**src/rtl/prio_enc_pkg.sv**
```systemverilog
// Shared constants for the pipelined priority encoder.
package prio_enc_pkg;

  // Arbitration modes selected by the MODE parameter of prio_encoder_pipe.
  localparam int MODE_FIXED = 0;  // highest set index wins
  localparam int MODE_RR    = 1;  // first set bit at or after the rotating pointer wins

endpackage

```
**src/rtl/prio_enc_core.sv**
```systemverilog
// Combinational priority search over an N-bit request vector.
// Fixed mode returns the highest set index. Round-robin mode scans {req, req}
// from base upward and folds the hit position back into 0..N-1.
// any/multi report one-or-more and two-or-more set bits respectively.
module prio_enc_core
  import prio_enc_pkg::*;
#(
  parameter  int N = 16,
  localparam int W = $clog2(N)
) (
  input  logic [N-1:0] req,
  input  logic [W-1:0] base,
  input  logic         mode,
  output logic [W-1:0] idx,
  output logic         any,
  output logic         multi
);

  logic [2*N-1:0] dbl;
  logic           found;
  int             scan_pos;

  assign dbl = {req, req};

  // Population flags plus the mode-dependent winner search.
  always_comb begin
    idx      = '0;
    any      = 1'b0;
    multi    = 1'b0;
    found    = 1'b0;
    scan_pos = 0;
    for (int k = 0; k < N; k++) begin
      if (req[k]) begin
        multi = multi | any;
        any   = 1'b1;
      end
    end
    if (mode) begin
      // Window base..base+N-1 of the doubled vector covers every bit once,
      // in rotated order, so the first hit is the round-robin winner.
      for (int k = 0; k < N; k++) begin
        scan_pos = int'(base) + k;
        if (!found && dbl[scan_pos]) begin
          found = 1'b1;
          idx   = (scan_pos >= N) ? W'(scan_pos - N) : W'(scan_pos);
        end
      end
    end else begin
      // Ascending scan; the last set bit seen is the highest index.
      for (int k = 0; k < N; k++) begin
        if (req[k]) begin
          idx = W'(k);
        end
      end
    end
  end

endmodule

```
**src/rtl/prio_encoder_pipe.sv**
```systemverilog
// Registered N-to-log2(N) priority encoder with valid/ready on both sides.
// Handshake: a transfer happens on a rising edge where valid and ready are both
// high; a producer keeps valid (and its data) until it transfers, and ready may
// depend combinationally on the downstream ready (req_ready = !out_valid || out_ready),
// which gives a single-entry stage that sustains one result per cycle.
module prio_encoder_pipe
  import prio_enc_pkg::*;
#(
  parameter  int N    = 16,
  parameter  int MODE = MODE_FIXED,
  localparam int W    = $clog2(N)
) (
  input  logic         clk,
  input  logic         rst_n,
  input  logic [N-1:0] req,
  input  logic         req_valid,
  output logic         req_ready,
  output logic         out_valid,
  input  logic         out_ready,
  output logic [W-1:0] out_idx,
  output logic         out_v,
  output logic         out_multi
);

  if (N < 2) begin : g_bad_n
    $error("prio_encoder_pipe: N must be at least 2");
  end

  logic         valid_q, valid_d;
  logic [W-1:0] idx_q, idx_d;
  logic         v_q, v_d;
  logic         multi_q, multi_d;
  logic [W-1:0] ptr_q, ptr_d;

  logic         accept;
  logic [W-1:0] core_idx;
  logic         core_any;
  logic         core_multi;

  prio_enc_core #(.N(N)) u_core (
    .req   (req),
    .base  (ptr_q),
    .mode  (MODE == MODE_RR),
    .idx   (core_idx),
    .any   (core_any),
    .multi (core_multi)
  );

  assign req_ready = !valid_q || out_ready;
  assign accept    = req_valid && req_ready;

  // Next-state for the result register and the round-robin pointer.
  always_comb begin
    valid_d = valid_q;
    idx_d   = idx_q;
    v_d     = v_q;
    multi_d = multi_q;
    ptr_d   = ptr_q;
    if (accept) begin
      valid_d = 1'b1;
      idx_d   = core_idx;
      v_d     = core_any;
      multi_d = core_multi;
      // An empty request leaves the pointer where it was; wrap is explicit so a
      // non-power-of-two N never lets the pointer reach N.
      if (MODE == MODE_RR && core_any) begin
        ptr_d = (core_idx == W'(N - 1)) ? '0 : core_idx + 1'b1;
      end
    end else if (out_ready) begin
      valid_d = 1'b0;
    end
  end

  // Result and pointer registers; reset drops any pending result at once.
  always_ff @(posedge clk or negedge rst_n) begin
    if (!rst_n) begin
      valid_q <= 1'b0;
      idx_q   <= '0;
      v_q     <= 1'b0;
      multi_q <= 1'b0;
      ptr_q   <= '0;
    end else begin
      valid_q <= valid_d;
      idx_q   <= idx_d;
      v_q     <= v_d;
      multi_q <= multi_d;
      ptr_q   <= ptr_d;
    end
  end

  assign out_valid = valid_q;
  assign out_idx   = idx_q;
  assign out_v     = v_q;
  assign out_multi = multi_q;

endmodule

```
**config.mk**
```make
export PLATFORM = sky130hd
export DESIGN_NAME = prio_encoder_pipe
export DESIGN_NICKNAME = d
export VERILOG_FILES = /design/src/rtl/prio_enc_pkg.sv /design/src/rtl/prio_enc_core.sv /design/src/rtl/prio_encoder_pipe.sv
export SDC_FILE = /design/constraint.sdc
export NUM_CORES = 1
export LEC_CHECK = 0
export CORE_MARGIN = 2
export CORE_UTILIZATION = 24
export DETAILED_ROUTE_END_ITERATION = 7
export MAX_ROUTING_LAYER = met4
export SETUP_SLACK_MARGIN = 0.05
export SLEW_MARGIN = 40
export SYNTH_ARGS = -nofsm -noshare
export SYNTH_HDL_FRONTEND = slang
export SYNTH_HIERARCHICAL = 1
export SYNTH_SLANG_ARGS = --single-unit
```
**constraint.sdc**
```tcl
create_clock -name clk -period 2 [get_ports clk]
set_clock_uncertainty 0.15 [all_clocks]
set_input_delay 0.5 -clock clk [delete_from_list [all_inputs] [get_ports clk]]
set_output_delay 0.5 -clock clk [all_outputs]
set_load 0.01 [all_outputs]
```
==> summary.md, run 1 <==
| Metric | Value |
|---|---|
| Ys flop type | `dfrtp_1` |
| N_diodes | `0` |
| Peak VDD IR | `0.000530 V` |
| Final GP Congestion | `0.984` |
| Nets@finish | `489` |
| Commonest non-fill, non-tap cell in the layout | `buf_4` |
| Final min period | `3.14 ns` |
| Critical path type | `in2reg` |
| TritonCTS Buffers | `3` |
| Pin count of the biggest net entering global routing | `27` |
| Total GRT Usage | `17.7%` |
| WHS | `0.357 ns` |
| Commonest non-fill, non-tap cells in the layout | `buf_4, nand2_1, nor2_1` |
| # rows | `39` |
| Failing checks | `setup timing` |
| Synth warn | `6` |
| Global-route wire length before repair | `17400 microns` |
| Final WS setup | `-1.14 ns` |
| Clk slew on worst S/H paths | `0.03 ns` |
| First-pass DRT Iterations | `5` |
| Ys async rst share | `100%` |
| RSZ-0062 raised after global routing | `true` |
| Syn_area_per_cell | `8.44 sq um` |
| Multi-input gate area | `2750 sq um` |
| Critical Path AT | `3.09 ns` |
| Crit end category | `flip-flop` |
| Worst Setup SP | `req[0]` |
| PnR Total Power | `2.16 mW` |
| Layout area overhead | `52.0%` |
| Outcome | `finished, violations left` |
| Total gr overflow | `0` |
| Die area | `12700 sq um` |
| Critical path endpoint | `out_idx[2]` |
| Vias in the first global route | `3290` |
| Netlist cell types | `67` |
| Post-synthesis cell count | `335` |
| R2r setup slk | `0.70 ns` |
| Count of state elements after synthesis | `7` |
| Cell area after synthesis | `2830 sq um` |
| CTS Hold Bufs | `0` |
| Final antenna-violating net count | `0` |
| Final hold vios | `0` |
| Via-to-Cell Ratio | `5.62` |
| Core ar. | `11500 sq um` |
| Initial antenna violation count | `0` |
| Reg2reg path depth | `4` |
| Fmax | `0.319 GHz` |
| Dpl ws | `-1.72 ns` |
| Sequential area share after synthesis | `6.19%` |
| Max-Cap Viols | `0` |
| EDFF count, synth | `0` |
| H-tree Lvls | `1` |
| Clock Latency Late Sink | `0.23 ns` |
| Post-DP HPWL | `8640 microns` |
| Iter 0 DRT Violations | `263` |
| Power Dens Cells | `503 nW/um^2` |
| Via Count | `3387` |
| DR WL/cell | `18.4 microns` |
| Worst path required time | `1.96 ns` |
| IO buf count | `27` |
| TNS Setup | `-1.49 ns` |
| Initial core utilization | `24.7%` |
| Final setup fails | `4` |
| Worst R2R Start | `out_valid` |
| Final Util | `37.5%` |
| Static Leak | `1.84 nW` |
| DRC | `0` |
| Longest Clk Path Bufs | `2` |
| Die width | `113 microns` |
| Drt total wl | `11100 microns` |
| Crit Path Max Fanout | `3` |
| Root buffer cell | `clkbuf_16` |
| Register area | `175 sq um` |
| Worst min path class | `reg2reg` |
| # clock sinks | `7` |
| CTS tree | `yes` |
| CP Launch Type | `primary input` |
| FF-to-FF End | `out_idx[2]` |
| Max Slew Vio Count | `0` |
| Die H | `113 microns` |
| Post-route clock period utilization | `157%` |
| Share of layout cells above drive strength 1 | `40.9%` |
| IO Pins | `28` |
| Filler cells | `1152` |
## sequential cells by signal (all words and copies together), names as in the netlist
name	flops
out_valid	1
out_idx	4
out_multi	1
out_v	1
## worst max-delay path: stages
cell	delay, ns
buf_6	0.10
mux4_2	0.45
mux4_2	0.50
a2111o_1	0.37
nor4_4	0.20
and4_2	0.31
o2bb2ai_1	0.13
o31ai_1	0.09
a21o_1	0.19
mux2_4	0.26
## per-stage QoR
step	cell area [sq um]	std cells
2_1_floorplan	2940	354
4_1_cts	4130	591
3_5_place_dp	3840	576
3_3_place_gp	3840	576
6_report	4300	603
5_1_grt	4300	603
## power breakdown
| group | total, mW | internal [mW] | switching (mW) |
|---|---|---|---|
| Clock | 0.338 | 0.265 | 0.0729 |
| Combinational | 1.65 | 0.820 | 0.826 |
| Sequential | 0.178 | 0.165 | 0.0135 |
| Total | 2.16 | 1.25 | 0.913 |
## metal layers
metal,GRT usage (%),vias up,share of wire [%]
met3,2.97,29,7.4
met4,4.80,0,3.1
met1,22.3,1651,41
met5,-,-,0
met2,29.3,158,49
li1,-,1549,-
## how the worst min path moves through the flow
stage	from	endpoint	slack, ns	depth (start not counted)
after floorplan	rst_n	out_idx[0]	0.05	0
after global placement	out_idx[3]	out_idx[3]	0.35	1
after detailed placement	out_idx[1]	out_idx[1]	0.35	1
after CTS	out_idx[1]	out_idx[1]	0.36	1
after global routing	out_idx[3]	out_idx[3]	0.37	1
final	out_idx[2]	out_idx[2]	0.36	1
## cells in the mapped netlist, types with 3 or more instances
master	n	area [sq um]
a211oi_1	4	30.0
a21boi_0	3	22.5
a21o_1	3	22.5
a21oi_1	22	110
a22oi_1	4	30.0
a31oi_1	3	18.8
and3_1	6	37.5
and4_1	3	26.3
buf_1	3	11.3
buf_2	4	20.0
clkbuf_1	15	56.3
dfrtp_1	7	175
ha_1	8	100
inv_1	13	48.8
mux2_2	17	191
mux2_4	6	90.1
mux2i_1	17	170
mux4_1	6	158
mux4_2	20	450
nand2_1	26	97.6
nand3_1	11	55.1
nand4_1	4	25.0
nor2_1	31	116
nor2b_1	5	31.3
nor3_1	6	30.0
nor4_1	7	43.8
o2111ai_1	4	35.0
o21ai_0	10	50.1
o21bai_1	3	22.5
o221ai_1	4	35.0
o22ai_1	5	31.3
o31ai_1	6	45.0
or2_2	3	18.8
xnor2_1	5	43.8
xor2_1	3	26.3
## cells by family (layout without fill, tap and decap cells)
kind of cell | after synthesis | after routing | synth area share, %
other cells | 1 | 20 | 0.133
simple gates | 117 | 117 | 22.7
xor+xnor | 8 | 8 | 2.48
mux | 66 | 66 | 37.5
compound gates | 89 | 89 | 21.7
fa+ha+maj | 8 | 8 | 3.54
flops | 7 | 7 | 6.19
buf+inv | 39 | 145 | 5.75
## area by class of cell
| class | instances | share of cell area (%) |
|---|---|---|
| Inverter | 15 | 1.31 |
| Clock buffer | 4 | 1.83 |
| Multi-Input combinational cell | 308 | 63.9 |
| Tap cell | 143 | 4.16 |
| Sequential cell | 7 | 4.07 |
| Timing Repair Buffer | 126 | 24.7 |
## what timing repair did
action / 4_1_cts / 5_1_grt
resized for setup: 56 / 32
hold endpoints to repair: 0 / 0
pin swaps: 15 / 20
buffers inserted: 11 / 13
endpoints found under the setup margin: 7 / 7
(Power assumes the default switching activity.)
==> run 2, diff against run 1 <==
CORE_ASPECT_RATIO = 2   (was default)
==> summary.md, run 2 (synthesis gave the netlist of run 1 again) <==
| Metric | Value |
|---|---|
| Outcome | `finished, violations left` |
| Failing checks | `setup timing` |
| Worst path required time | `2.02 ns (+0.06 ns)` |
| Iter 0 DRT Violations | `377 (+43%)` |
| H-tree Lvls | `1 (unchanged)` |
| Critical path type | `in2reg` |
| Power Dens Cells | `516 nW/um^2 (+2.7%)` |
| Via Count | `3448 (+1.8%)` |
| Final GP Congestion | `1.03 (+4.3%)` |
| Post-route clock period utilization | `161% (+4.1 points)` |
| Reg2reg path depth | `4 (unchanged)` |
| Critical Path Most Common Cell | `mux4_2` |
| CP peak stage delay | `0.50 ns (about the same)` |
| CP Launch Type | `primary input` |
| Initial core utilization | `24.3% (-0.35 points)` |
| Dpl ws | `-1.86 ns (-0.144 ns)` |
| Layout area overhead | `50.8%` |
| WHS Path Cells | `1 (unchanged)` |
| Max-Slew Margin vs Limit | `61.3%` |
| Die area | `12700 sq um (+0.41%)` |
| Crit-path slowest cell | `mux4_2` |
| Final hold vios | `0 (unchanged)` |
| TritonCTS Buffers | `3 (unchanged)` |
| Clock Latency Late Sink | `0.23 ns (about the same)` |
| Die H | `158 microns (+40%)` |
| Crit Path Max Fanout | `4 (+1)` |
| Min-Delay Startpoint | `out_idx[0]` |
| Final min period | `3.22 ns (+0.0814 ns)` |
| RSZ-0062 raised after global routing | `true` |
| Longest Clk Path Bufs | `2 (unchanged)` |
| Final WS setup | `-1.22 ns (-0.0815 ns)` |
| Vias in the first global route | `3613 (+9.8%)` |
| Total gr overflow | `0 (unchanged)` |
| Total GRT Usage | `22.8% (+5.1 points)` |
| Max Slew Vio Count | `0 (unchanged)` |
| First-pass DRT Iterations | `5 (unchanged)` |
| PnR Total Power | `2.20 mW (+1.9%)` |
| Core ar. | `11600 sq um (+1.4%)` |
| Worst Tran Pin Value | `0.564 ns` |
| Worst R2R Start | `out_valid` |
| Initial antenna violation count | `0 (unchanged)` |
| CP bufs+invs | `1 (unchanged)` |
| R2r setup slk | `0.72 ns (+0.02 ns)` |
| Commonest non-fill, non-tap cell in the layout | `buf_4` |
| Crit end category | `flip-flop` |
| Drt total wl | `13500 microns (+22%)` |
| Worst min path class | `reg2reg` |
| WHS Endpoint | `out_idx[0]` |
| CTS tree | `yes` |
| Commonest non-fill, non-tap cells in the layout | `buf_4, nor2_1, nand2_1` |
| Post-DP HPWL | `10500 microns (+21%)` |
| Via-to-Cell Ratio | `5.69 (+1.3%)` |
| IO buf count | `27 (unchanged)` |
| # clock sinks | `7 (unchanged)` |
| Die width | `80.8 microns (-28%)` |
| # rows | `56 (+44%)` |
| Crit path max-delay family | `multiplexers` |
| Critical Path AT | `3.24 ns (+0.15 ns)` |
| Pin count of the biggest net entering global routing | `27 (unchanged)` |
| Static Leak | `1.79 nW (-2.5%)` |
| Root buffer cell | `clkbuf_16` |
| Share of layout cells above drive strength 1 | `41.4% (+0.56 points)` |
| Fmax | `0.311 GHz (-2.5%)` |
| FF-to-FF End | `out_idx[3]` |
| Largest register FFs | `4 (unchanged)` |
| TNS Setup | `-1.64 ns (-0.153 ns)` |
| DRC | `0 (unchanged)` |
| CTS Hold Bufs | `0 (unchanged)` |
| N_diodes | `0 (unchanged)` |
| DR WL/cell | `22.3 microns (+21%)` |
| Final antenna-violating net count | `0 (unchanged)` |
| Nets@finish | `490 (+0.20%)` |
| Peak VDD IR | `0.000301 V (-43%)` |
| IO Pins | `28 (unchanged)` |
| Clk slew on worst S/H paths | `0.04 ns (about the same)` |
| Final setup fails | `5 (+1)` |
| Critical-path cell list | `buf_6 > mux4_2 > mux4_2 > a2111o_1 > nor4_4 > nand4_1 > o311ai_2 > nor4_2 > o31ai_1 > a21o_1 > mux2_4` |
| Max-Cap Viols | `0 (unchanged)` |
| Global-route wire length before repair | `20800 microns (+19%)` |
[run 2: cell types whose count changed in the layout (fill, tap and decap cells not counted), sizes merged]
| cell | before | now |
|---|---|---|
| buf | 103 | 106 |
| dlygate4sd2 | 4 | 5 |
| dlymetal6s2s | 6 | 0 |
| clkbuf | 6 | 9 |
[run 2: report_power, final]
| group | switching [mW] | total [mW] | internal, mW |
|---|---|---|---|
| Clock | 0.0744 | 0.340 | 0.265 |
| Combinational | 0.891 | 1.68 | 0.793 |
| Sequential | 0.0145 | 0.179 | 0.165 |
| Total | 0.980 | 2.20 | 1.22 |
[run 2: cell type report]
cell class,count,area (sq um)
clock buffer,4,78.8
fill,1222,7370
inverter,15,56.3
multi-input combinational,308,2720
sequential,7,175
tap,145,181
timing repair buffer,127,1050
[run 2: per-layer routing]
metal / global-route usage, % / routed length, microns / up-vias / share of wire, %
li1: - / - / 1544 / -
met1: 20.8 / 4270 / 1708 / 32
met2: 43.5 / 7760 / 133 / 57
met3: 1.78 / 356 / 63 / 2.6
met4: 14.8 / 1150 / 0 / 8.5
met5: - / 0 / - / 0
[run 2: worst max-delay path by stage]
stage | depth (start not counted) | slack (ns) | from | endpoint
after floorplan | 11 | -1.28 | req[8] | out_idx[2]
after global placement | 10 | -1.81 | req[0] | out_idx[2]
after detailed placement | 11 | -1.86 | req[0] | out_idx[2]
after CTS | 10 | -1.33 | req[0] | out_idx[2]
after global routing | 11 | -1.35 | req[0] | out_idx[2]
final | 11 | -1.22 | req[0] | out_idx[2]
[run 2: metrics by stage]
| stage | utilization, % | hold slack (ns) | cells | area [sq um] |
|---|---|---|---|---|
| after floorplan | - | 0.0544 | 354 | 2940 |
| after global placement | 32.9 | 0.347 | 577 | 3830 |
| after detailed placement | 32.9 | 0.355 | 577 | 3830 |
| after CTS | 36.0 | 0.372 | 600 | 4190 |
| after global routing | 36.7 | 0.389 | 606 | 4270 |
| final | 36.7 | 0.366 | 606 | 4270 |
[run 2: timing repair]
action / 4_1_cts / 5_1_grt
gates resized for setup: 77 / 20
hold endpoints to repair: 0 / 0
buffers inserted: 19 / 8
pin swaps: 29 / 21
cloned: 0 / 0
endpoints found under the setup margin: 7 / 7
==> run 3, diff against run 2 <==
SKIP_CTS_REPAIR_TIMING = 1   (was default)
==> summary.md, run 3 (synthesis gave the netlist of run 1 again) <==
| Metric | Value |
|---|---|
| Worst min path class | `reg2reg` |
| Critical-path cell list | `clkdlybuf4s50_1 > mux4_2 > mux4_2 > nor2b_1 > nand4_1 > o311ai_2 > nor4_4 > o31ai_2 > a21o_1 > mux2_4` |
| Max-Cap Viols | `0 (unchanged)` |
| Drt total wl | `13200 microns (-2.6%)` |
| Final GP Congestion | `1.03 (unchanged)` |
| Psw | `0.979 mW (-0.15%)` |
| Die H | `158 microns (unchanged)` |
| Iter 0 DRT Violations | `324 (-14%)` |
| Int Power | `1.22 mW (-0.25%)` |
| Switching Fraction | `44.5% (about the same)` |
| WHS Path Cells | `1 (unchanged)` |
| Clock Latency Late Sink | `0.23 ns (about the same)` |
| Die width | `80.8 microns (unchanged)` |
| # clock sinks | `7 (unchanged)` |
| Worst Tran Pin Value | `0.644 ns (+0.0805 ns)` |
| Largest register FFs | `4 (unchanged)` |
| Final antenna-violating net count | `0 (unchanged)` |
| IO Pins | `28 (unchanged)` |
| Final hold vios | `0 (unchanged)` |
| Initial antenna violation count | `0 (unchanged)` |
| Dpl ws | `-1.86 ns (unchanged)` |
| Crit Path Max Fanout | `3 (-1)` |
| Total gr overflow | `0 (unchanged)` |
| Global-route wire length before repair | `19700 microns (-5.2%)` |
| Critical Path AT | `3.40 ns (+0.16 ns)` |
| Post-route clock period utilization | `172% (+11 points)` |
| Reg2reg path depth | `4 (unchanged)` |
| Commonest non-fill, non-tap cells in the layout | `buf_4, nor2_1, nand2_1` |
| IO buf count | `27 (unchanged)` |
| Clk slew on worst S/H paths | `0.04 ns (about the same)` |
| Final WS setup | `-1.44 ns (-0.225 ns)` |
| N_diodes | `0 (unchanged)` |
| Root buffer cell | `clkbuf_16` |
| Longest Clk Path Bufs | `2 (unchanged)` |
| Clock share of power | `15.3% (about the same)` |
| Crit path max-delay family | `multiplexers` |
| Crit end category | `flip-flop` |
| Critical path type | `in2reg` |
| Vias in the first global route | `3426 (-5.2%)` |
| CP bufs+invs | `1 (unchanged)` |
| H-tree Lvls | `1 (unchanged)` |
| Via-to-Cell Ratio | `5.62 (-1.2%)` |
| Max Slew Vio Count | `0 (unchanged)` |
| Share of layout cells above drive strength 1 | `38.8% (-2.6 points)` |
| TritonCTS Buffers | `3 (unchanged)` |
| WHS | `0.366 ns (-0.000251 ns)` |
| Pin count of the biggest net entering global routing | `27 (unchanged)` |
| Fmax | `0.291 GHz (-6.5%)` |
| # rows | `56 (unchanged)` |
| CP peak stage delay | `0.56 ns (+0.06 ns)` |
| Failing checks | `setup timing` |
| Initial core utilization | `24.3% (unchanged)` |
| Commonest non-fill, non-tap cell in the layout | `buf_4` |
| Register share of total power | `8.1% (about the same)` |
| DR WL/cell | `22.1 microns (-0.98%)` |
| Post-DP HPWL | `10500 microns (unchanged)` |
| Power Dens Cells | `520 nW/um^2 (+0.74%)` |
| Core ar. | `11600 sq um (unchanged)` |
| Via Count | `3352 (-2.8%)` |
| Layout area overhead | `49.4%` |
| Total GRT Usage | `21.6% (-1.2 points)` |
| Final setup fails | `6 (+1)` |
| CTS tree | `yes` |
| First-pass DRT Iterations | `4 (-1)` |
| WP depth | `10 (-1)` |
| TNS Setup | `-2.90 ns (-1.25 ns)` |
| DRC | `0 (unchanged)` |
| Peak VDD IR | `0.000309 V (+2.5%)` |
| Static Leak | `1.81 nW (+0.95%)` |
| Crit-path slowest cell | `mux4_2` |
| CP Launch Type | `primary input` |
| Die area | `12700 sq um (unchanged)` |
| Final min period | `3.44 ns (+0.225 ns)` |
| Outcome | `finished, violations left` |
| RSZ-0062 raised after global routing | `true` |
| Max-Slew Margin vs Limit | `56.5% (-4.9 points)` |
| Nets@finish | `480 (-2.0%)` |
| Gate power share | `76.6% (about the same)` |
| Critical Path Most Common Cell | `mux4_2` |
| Worst path required time | `1.96 ns (-0.06 ns)` |
==> run 3: cell type report <==
type / count / area (sq um)
clock buffer: 4 / 78.8
fill: 1234 / 7410
inverter: 15 / 56.3
multi-input combinational: 308 / 2740
sequential: 7 / 175
tap: 145 / 181
timing repair buffer: 117 / 993
==> run 3: worst reg2reg max path, stage by stage, from the launching register on <==
cell and delay (ns):
dfrtp_1 0.38, nand2b_4 0.06, buf_4 0.14, nand2_4 0.12, mux2_4 0.31
==> run 3: final timing paths <==
check | to | start | slack [ns]
worst max-delay path | out_idx[2] | req[11] | -1.44
worst min-delay path | out_idx[0] | out_idx[0] | 0.37
worst max register to register | out_idx[3] | out_valid | 0.72
worst min register to register | out_idx[0] | out_idx[0] | 0.37
max in group asynchronous | out_valid | rst_n | 1.07
min in group asynchronous | out_idx[2] | rst_n | 0.39
==> run 3: routing by layer <==
| layer | global-route usage, % | vias to the layer above | part of all wire, % |
|---|---|---|---|
| met5 | - | - | 0 |
| met4 | 12.5 | 0 | 7.4 |
| met3 | 1.72 | 51 | 3.0 |
| met2 | 42.1 | 121 | 59 |
| met1 | 19.6 | 1653 | 31 |
| li1 | - | 1527 | - |
==> run 3: per-stage QoR <==
stage	cell area [sq um]	cells	total power [mW]	utilization, %
after detailed placement	3830	577	1.65	32.9
final	4230	596	2.20	36.3
after global placement	3830	577	1.64	32.9
after floorplan	2940	354	1.05	-
after global routing	4230	596	2.31	36.3
after CTS	3910	581	1.99	33.6
==> run 3: power groups by stage <==
stage	clock network (mW)	logic [mW]	registers, mW
after floorplan	0	0.860	0.189
after global placement	0	1.46	0.181
after detailed placement	0	1.46	0.182
after CTS	0.341	1.47	0.181
after global routing	0.354	1.78	0.183
final	0.336	1.68	0.179
